File: config.mk
export PLATFORM = sky130hd
export DESIGN_NAME = freq_comp_window
export DESIGN_NICKNAME = d
export VERILOG_FILES = /design/src/rtl/freq_comp_window.sv
export SDC_FILE = /design/constraint.sdc
export NUM_CORES = 1
export LEC_CHECK = 0
export BUFFER_PORTS_ARGS = -buffer_cell sky130_fd_sc_hd__buf_2
export CORE_MARGIN = 2
export CORE_UTILIZATION = 35
export CTS_BUF_LIST = sky130_fd_sc_hd__clkbuf_4
export DETAILED_ROUTE_END_ITERATION = 8
export PLACE_DENSITY_LB_ADDON = 0.15
export SLEW_MARGIN = 0
export SYNTH_ARGS = -nofsm -noshare
export SYNTH_HDL_FRONTEND = slang
export SYNTH_SLANG_ARGS = --single-unit
File: constraint.sdc
create_clock -name pre_clk -period 5 [get_ports pre_clk]
set_input_delay 1 -clock pre_clk [delete_from_list [all_inputs] [get_ports pre_clk]]
set_output_delay 1 -clock pre_clk [all_outputs]
set_load 0.02 [all_outputs]
File: src/rtl/freq_comp_window.sv
// freq_comp_window: period-measurement frequency comparator for the AFC loop.
// Measures N_CYC full periods of ref_clk and div_clk (both sampled as data in
// the pre_clk domain), compares the counts and reports slow/fast/freeze/error.
//
// Optional feature macro: FREQ_COMP_CONTINUOUS_EN (repeat windows after one start).
//
// Ports:
//   pre_clk        sampling clock, only clock of the block
//   rst            asynchronous active-high reset
//   ref_clk        reference clock (sampled as data)
//   div_clk        divided VCO clock (sampled as data)
//   start          measurement request, accepted only in IDLE
//   busy           high from start acceptance until done
//   done           one-cycle result strobe
//   flags          100 ref>div, 010 div>ref, 001 freeze, 111 error
//   ref_count_out  last ref window count
//   div_count_out  last div window count
//   diff_out       signed ref_count - div_count
module freq_comp_window #(
  parameter int unsigned CNT_W       = 12,
  parameter int unsigned N_CYC       = 4,
  parameter int unsigned TOL         = 2,
  parameter int unsigned SYNC_STAGES = 2
) (
  input  logic             pre_clk,
  input  logic             rst,
  input  logic             ref_clk,
  input  logic             div_clk,
  input  logic             start,
  output logic             busy,
  output logic             done,
  output logic [2:0]       flags,
  output logic [CNT_W-1:0] ref_count_out,
  output logic [CNT_W-1:0] div_count_out,
  output logic [CNT_W:0]   diff_out
);

  localparam int unsigned EDGE_W = (N_CYC > 1) ? $clog2(N_CYC) : 1;
  localparam logic [EDGE_W-1:0] LAST_EDGE = EDGE_W'(N_CYC - 1);
  localparam logic [CNT_W-1:0]  CNT_MAX   = '1;
  // Trip two counts early so the COMPARE cycle is the (2^CNT_W-1)-th busy cycle.
  localparam logic [CNT_W-1:0]  WD_TRIP   = CNT_MAX - CNT_W'(2);
  localparam logic signed [CNT_W:0] TOL_S = (CNT_W+1)'(TOL);
`ifdef FREQ_COMP_CONTINUOUS_EN
  localparam logic CONTINUOUS = 1'b1;
`else
  localparam logic CONTINUOUS = 1'b0;
`endif

  typedef enum logic [1:0] {IDLE, ARM, MEASURE, COMPARE} state_t;

  state_t state, state_n;

  // Channel index 0 = ref, 1 = div.
  logic [SYNC_STAGES-1:0] ref_sync, div_sync;
  logic [1:0]             sync_prev;
  logic [1:0]             pulse_c;
  logic [1:0]             armed, stopped, stop_c;
  logic [CNT_W-1:0]       cnt [2];
  logic [EDGE_W-1:0]      edges [2];
  logic [CNT_W-1:0]       wd;
  logic                   err_q;
  logic                   clr_c, meas_c, both_done_c, err_c;
  logic signed [CNT_W:0]  diff_c;

  // Synchronisers and rising-edge detectors.
  always_ff @(posedge pre_clk or posedge rst) begin
    if (rst) begin
      ref_sync  <= '0;
      div_sync  <= '0;
      sync_prev <= '0;
    end else begin
      ref_sync  <= {ref_sync[SYNC_STAGES-2:0], ref_clk};
      div_sync  <= {div_sync[SYNC_STAGES-2:0], div_clk};
      sync_prev <= {div_sync[SYNC_STAGES-1], ref_sync[SYNC_STAGES-1]};
    end
  end

  assign pulse_c = {div_sync[SYNC_STAGES-1], ref_sync[SYNC_STAGES-1]} & ~sync_prev;

  // A channel stops on its N_CYC-th edge after arming.
  always_comb begin
    stop_c = '0;
    for (int i = 0; i < 2; i++) begin
      stop_c[i] = armed[i] & ~stopped[i] & pulse_c[i] & (edges[i] == LAST_EDGE);
    end
  end

  // Include the stopping edge itself so COMPARE follows the final pulse directly.
  assign both_done_c = &(stopped | stop_c);
  assign err_c       = (wd == WD_TRIP) || (cnt[0] == CNT_MAX) || (cnt[1] == CNT_MAX);
  assign diff_c      = $signed({1'b0, cnt[0]}) - $signed({1'b0, cnt[1]});

  // State register.
  always_ff @(posedge pre_clk or posedge rst) begin
    if (rst) state <= IDLE;
    else     state <= state_n;
  end

  // Next-state and control decode.
  always_comb begin
    state_n = state;
    clr_c   = 1'b0;
    meas_c  = 1'b0;
    case (state)
      IDLE: begin
        if (start) begin
          state_n = ARM;
          clr_c   = 1'b1;
        end
      end
      ARM: begin
        meas_c = 1'b1;
        if (err_c || both_done_c) state_n = COMPARE;
        else if (&armed)          state_n = MEASURE;
      end
      MEASURE: begin
        meas_c = 1'b1;
        if (err_c || both_done_c) state_n = COMPARE;
      end
      COMPARE: begin
        state_n = CONTINUOUS ? ARM : IDLE;
        clr_c   = CONTINUOUS;
      end
      default: state_n = IDLE;
    endcase
  end

  // Per-channel arm/count/stop, watchdog and error capture.
  always_ff @(posedge pre_clk or posedge rst) begin
    if (rst) begin
      armed   <= '0;
      stopped <= '0;
      wd      <= '0;
      err_q   <= 1'b0;
      for (int i = 0; i < 2; i++) begin
        cnt[i]   <= '0;
        edges[i] <= '0;
      end
    end else if (clr_c) begin
      armed   <= '0;
      stopped <= '0;
      wd      <= '0;
      err_q   <= 1'b0;
      for (int i = 0; i < 2; i++) begin
        cnt[i]   <= '0;
        edges[i] <= '0;
      end
    end else begin
      if (state != IDLE && wd != CNT_MAX) wd <= wd + CNT_W'(1);
      if (meas_c) begin
        err_q <= err_c;
        for (int i = 0; i < 2; i++) begin
          if (!armed[i]) begin
            armed[i] <= pulse_c[i];
          end else if (!stopped[i]) begin
            if (cnt[i] != CNT_MAX) cnt[i] <= cnt[i] + CNT_W'(1);
            if (pulse_c[i]) begin
              if (edges[i] == LAST_EDGE) stopped[i] <= 1'b1;
              else                       edges[i]   <= edges[i] + EDGE_W'(1);
            end
          end
        end
      end
    end
  end

  // Registered handshake and result outputs.
  always_ff @(posedge pre_clk or posedge rst) begin
    if (rst) begin
      busy          <= 1'b0;
      done          <= 1'b0;
      flags         <= 3'b000;
      ref_count_out <= '0;
      div_count_out <= '0;
      diff_out      <= '0;
    end else begin
      done <= 1'b0;
      if (state == IDLE && start) busy <= 1'b1;
      if (state == COMPARE) begin
        done          <= 1'b1;
        busy          <= CONTINUOUS;
        ref_count_out <= cnt[0];
        div_count_out <= cnt[1];
        if (err_q) begin
          flags    <= 3'b111;
          diff_out <= '0;
        end else begin
          diff_out <= diff_c;
          if (diff_c >= TOL_S)       flags <= 3'b100;
          else if (diff_c <= -TOL_S) flags <= 3'b010;
          else                       flags <= 3'b001;
        end
      end
    end
  end

endmodule
Word level (Yosys, flattened, before mapping)
Index checks and enable logic that the tools add are counted.
W data, S select, Z words.
- add/sub/neg operators: 6
- order comparisons: 2
- equality and inequality tests: 18
- mux-type cells: 51
- bitwise operators: 11
- reductions and logical operators: 26
- operators by type and width (operator ; count):
    $mux W12 ; 8
    $mux W24 ; 2
    $add A12 B1 Y12 const B ; 3
    $eq A12 B12 Y1 const B ; 3
    $ne A12 B12 Y1 const B ; 3
    $mux W2 ; 17
    $reduce_bool A2 Y1 ; 10
    $mux W1 ; 18
    $ge A13 B3 Y1 const B ; 1
    $le A13 B2 Y1 const B ; 1
    $mux W13 ; 1
    $sub A12 B12 Y13 ; 1
    $reduce_and A5 Y1 ; 2
    $eq A2 B2 Y1 const B ; 4
    $mux W4 ; 2
    $ne A2 B2 Y1 const B ; 4
    $pmux W2 S4 ; 1
    $reduce_and A2 Y1 ; 4
    $reduce_and A4 Y1 ; 2
    $and A1 B1 Y1 ; 6
    $mux W3 ; 2
    $add A2 B1 Y2 const B ; 2
    $ne A2 B1 Y1 const B ; 2
    $logic_or A1 B1 Y1 ; 3
    other kinds (10) ; 12
- register bits after elaboration: 95
- input port bits: 5
- output and inout bits: 42
- word-level logic and storage cells: 133

Depth between registers and ports, before layout
- depth after elaboration: 9
- gate-level depth with buffers: 10
- depth with buffers taken out: 10

Worst setup path after synthesis
No wires, ideal clock.
- kind: reg2reg
- from: reg cnt[0] (netlist bit)
- to: reg flags[0]
- setup time: 0.080 ns
- arrival: 2.532 ns
- data required time: 4.920 ns
- setup slack: 2.388 ns
- stages on the path, launching flop included: 10
- buffers on the path: 0
- period minus slack after synthesis: 2.612 ns
- path through: dfrtp_1 > ha_1 > fa_1 > and2b_1 > o2111ai_2 > a311oi_2 > o31a_1 > o221ai_1 > o311a_1 > nor3_2
- longest elaborated chain between the ends: 5
- elaborated cells between the ends (all ways): 6
- classes of those cells: add/sub: 1; order compare: 2; mux: 3
- RTL lines (what ; RTL line ; RTL):
    start, declared ; 59 ; logic [CNT_W-1:0] cnt [2];
    start signal, assigned by index ; 137 ; cnt[i] <= '0;
    start signal, assigned by index ; 146 ; cnt[i] <= '0;
    $sub A12 B12 Y13 (*) ; 92 ; assign diff_c = $signed({1'b0, cnt[0]}) - $signed({1'b0, cnt[1]});
    $le A13 B2 Y1 ; 191 ; else if (diff_c <= -TOL_S) flags <= 3'b010;
    $mux W2 ; 191 ;
    $mux W3 (*) ; 190 ; if (diff_c >= TOL_S) flags <= 3'b100;
    $mux W3 (*) ; 185 ; if (err_q) begin
    end signal, assigned ; 186 ; flags <= 3'b111;
    end signal, assigned ; 190 ;
    end signal, assigned ; 191 ;
    end, declared ; 32 ; output logic [2:0] flags,
Every way passes the cells marked *; elsewhere a longest branch is shown, timed or not.
A chain may end at the register's enable or synchronous reset.

Worst setup path after layout
Same ends and word-level chain as after synthesis.

==> summary.txt <==
Synth
  – Ys async rst share: 1.00
  – Mapped Area: 4830 um^2
  – Yosys cell types: 66
  – Post-synth EDFFs: 0
  – Top cell type's share of synthesized area: 0.492
  – Syn_area_per_cell: between 10 and 15 um^2
  – Post-synthesis sequential area ratio: 0.492
  – Synth Flop Type: dfrtp_1
  – Area leader, netlist: dfrtp_1
  – Ys Warns: 0
  – Synth area leaders: dfrtp_1 49%, ha_1 6.0%, mux2_2 5.8%, nor2_1 4.1%, xor2_1 3.1%
  – Post-Syn Nets: slightly below 500
  – #FFs+latches synth: 95
  – Cells after Synth: approximately 450

Detailed routing
  – Pre-Repair DR Iteration Count: 4
  – Vias/cell: a little over 5
  – Drc violations: 0
  – Post-route ant nets: 0
  – Final WL: 10.7 mm
  – Via count: 3,475
  – Starting DRT DRC Count: about 170
  – Routed len/inst: 15.7 um

Layout
  – Finished Cell Area: 5360 um^2
  – N_diodes: 0
  – Layout cells sized above 1: 0.218
  – Final core utilization: 0.401
  – Nets: between 500 and 600
  – Synth-to-Final Area Change: 11.0%

Timing
  – Fin Clk Skew: between 10 and 15 ps
  – Share of the clock period used by the worst path: 0.580
  – Tmin final: about 2900 ps
  – Max-slew violation count: 0
  – Final Hold Viols: 0
  – RSZ-0062 raised after global routing: no
  – Slew @ Worst Pin: around 850 ps
  – Setup TNS Final: 0 ps
  – Maximum clock rate: around 0.34 GHz
  – Worst relative slew slack: 0.434
  – Final Setup Violations: 0
  – Hold Slack: between 300 and 400 ps

Floorplanning
  – Io pins: 47
  – Die Ht: between 100 and 150 um
  – Die Width: 121 um
  – Initial Utilization: 0.362
  – Die Area: roughly 15,000 um^2
  – Core ar.: ~13,000 um^2
  – FP Rows: 42

Setup path
  – WP data required: between 5000 and 6000 ps
  – R2R cell count: 9
  – Startpoint types: flop
  – Critical Path Source: cnt[0]$_DFFE_PP0P_
  – Reg2reg end: flags[0]$_DFFE_PP0P_
  – Flop2flop setup slack: around 2100 ps
  – Worst r2r src: cnt[0]$_DFFE_PP0P_
  – Crit-path max FO: 7
  – Crit Path Class: flop to flop
  – Critical Path End Type: flop
  – Crit path DAT: between 3000 and 4000 ps

Clock tree
  – H-tree depth: 3
  – Clock root cell: clkbuf_4
  – Worst-path clk slew: roughly 140 ps
  – Post-CTS Hold Fix Bufs: 0
  – CTS Sinks: 95
  – CTS tree: built
  – Clk Latency, worst-skew pair: roughly 470 ps
  – CTS resizes: 0
  – CTS Buf Count: 9
  – Post-CTS Setup Inserts: 0
  – Clock buffer depth: 2

Global route
  – Largest net degree at the start of global routing: 51
  – Met1 Resource Use GR: 0.216
  – Overflow after GRT: 0
  – GR Util met3: 0.0390
  – GRT Util Overall: 0.160
  – Vias in the first global route: approximately 3,500
  – Gr busiest metal: met2
  – Initial antenna violation count: 0
  – Met2 Usage GRT: 0.250
  – Global-route wire length before repair: ~18 mm

Placement
  – Post-DP HPWL: just under 8 mm
  – Gpl congestion: between 0.8 and 0.9
  – Area after DPL: approximately 5300 um^2
  – Number of port buffers: 46

Min path
  – Endpoint, Worst Hold: ref_sync[1]$_DFF_PP0_
  – Hold_sp: ref_sync[0]$_DFF_PP0_
  – Worst hold path stage count: 0
  – Worst min path class: flop to flop

Power
  – Peak supply drop: 0.000206 V
  – PwrDens: roughly 560 nW/um^2
  – P_leak: 2.54 nW

Run
  – Max-Cap Viols: 0

Outcome
  – Outcome: finished, final reports clean
report_power, final:
part | internal, mW | total, mW | switching [mW]
logic | 0.628 | 1.54 | 0.908
registers | 0.950 | 1.10 | 0.153
clock network | 0.0982 | 0.362 | 0.264
layer usage:
metal / wire length, um / share of wire
met1: 5170 / 0.48
met2: 5010 / 0.47
met3: 388 / 0.036
met4: 145 / 0.014
met5: 0 / 0
sequential cells by signal, indices dropped and copies added, names as in the netlist, 3 cells and up:
signal / flops
edges: 4
div_count_out: 12
flags: 3
cnt: 24
wd: 12
ref_count_out: 12
diff_out: 13
Yosys cell counts, types with 3 or more instances:
library cell and count:
or3_1 7, nor3_1 10, nand2_1 25, o31a_1 3
mux2_2 25, nor4_1 6, and2_1 3, inv_1 27
a21oi_1 14, mux2i_1 5, xnor2_1 15, o21ai_0 11
a22o_1 4, and4_1 5, or2_2 4, o2bb2ai_1 7
ha_1 23, nand3_1 13, xor2_1 17, clkbuf_1 8
and3_1 4, a31oi_1 5, dfrtp_1 95, a41oi_1 4
nor2_1 53, nand4_1 11, nand2b_1 3
cell families (layout without fill, tap and decap cells):
logic type               Yosys count  in the layout  share of synthesized area
AO/OA/AOI/OAI                     74             74                      0.117
XOR/XNOR                          32             32                     0.0581
adder cells (fa/ha/maj)           24             24                     0.0638
buffers and inverters             39             92                     0.0321
flip-flops                        95             95                      0.492
multiplexers                      30             30                     0.0687
AND/OR/NAND/NOR                  158            158                      0.168
metrics by stage:
stage | power (mW) | worst slack [ps] | cells
after global placement | 2.62 | 2240 | 665
after detailed placement | 2.65 | 2150 | 665
after floorplan | 2.27 | 1520 | 452
after global routing | 3.27 | 1940 | 681
after CTS | 3.03 | 2120 | 681
final | 3.00 | 2100 | 681
worst max-delay path, cell delays in order, from the launching register on:
cell and delay (ps):
dfrtp_1 480, ha_1 250, fa_1 420, and2b_1 250, o2111ai_2 180, a311oi_2 370, o31a_1 220, o221ai_1 160
o311a_1 370, nor3_2 150
worst max-delay path by stage:
stage	cells after the start	endpoint
2_1_floorplan	1	armed[0]$_DFFE_PP0P_
3_3_place_gp	9	flags[0]$_DFFE_PP0P_
3_5_place_dp	9	flags[0]$_DFFE_PP0P_
4_1_cts	9	flags[0]$_DFFE_PP0P_
5_1_grt	9	flags[0]$_DFFE_PP0P_
6_report	9	flags[0]$_DFFE_PP0P_
area by class of cell:
type,instances,area [um^2]
flip-flops and latches,95,2380
clock buffers,9,67.6
well taps,176,220
fillers,1367,7990
clock inverters,7,38.8
repair buffers,49,253
multi-input cells,318,2300
inverters,27,104
placed cells by master, fill, tap and decap left out, drive strengths merged, types with 7 or more instances in the layout:
master | netlist | layout
buf | 4 | 49
a21oi | 15 | 15
xor2 | 17 | 17
mux2 | 25 | 25
nand3 | 13 | 13
ha | 23 | 23
nand4 | 11 | 11
xnor2 | 15 | 15
o21ai | 12 | 12
dfrtp | 95 | 95
nor2 | 53 | 53
inv | 27 | 28
clkbuf | 8 | 9
or3 | 8 | 8
o2bb2ai | 7 | 7
nor3 | 12 | 12
nand2 | 25 | 25
No activity file was read; power rests on OpenSTA's default activity.
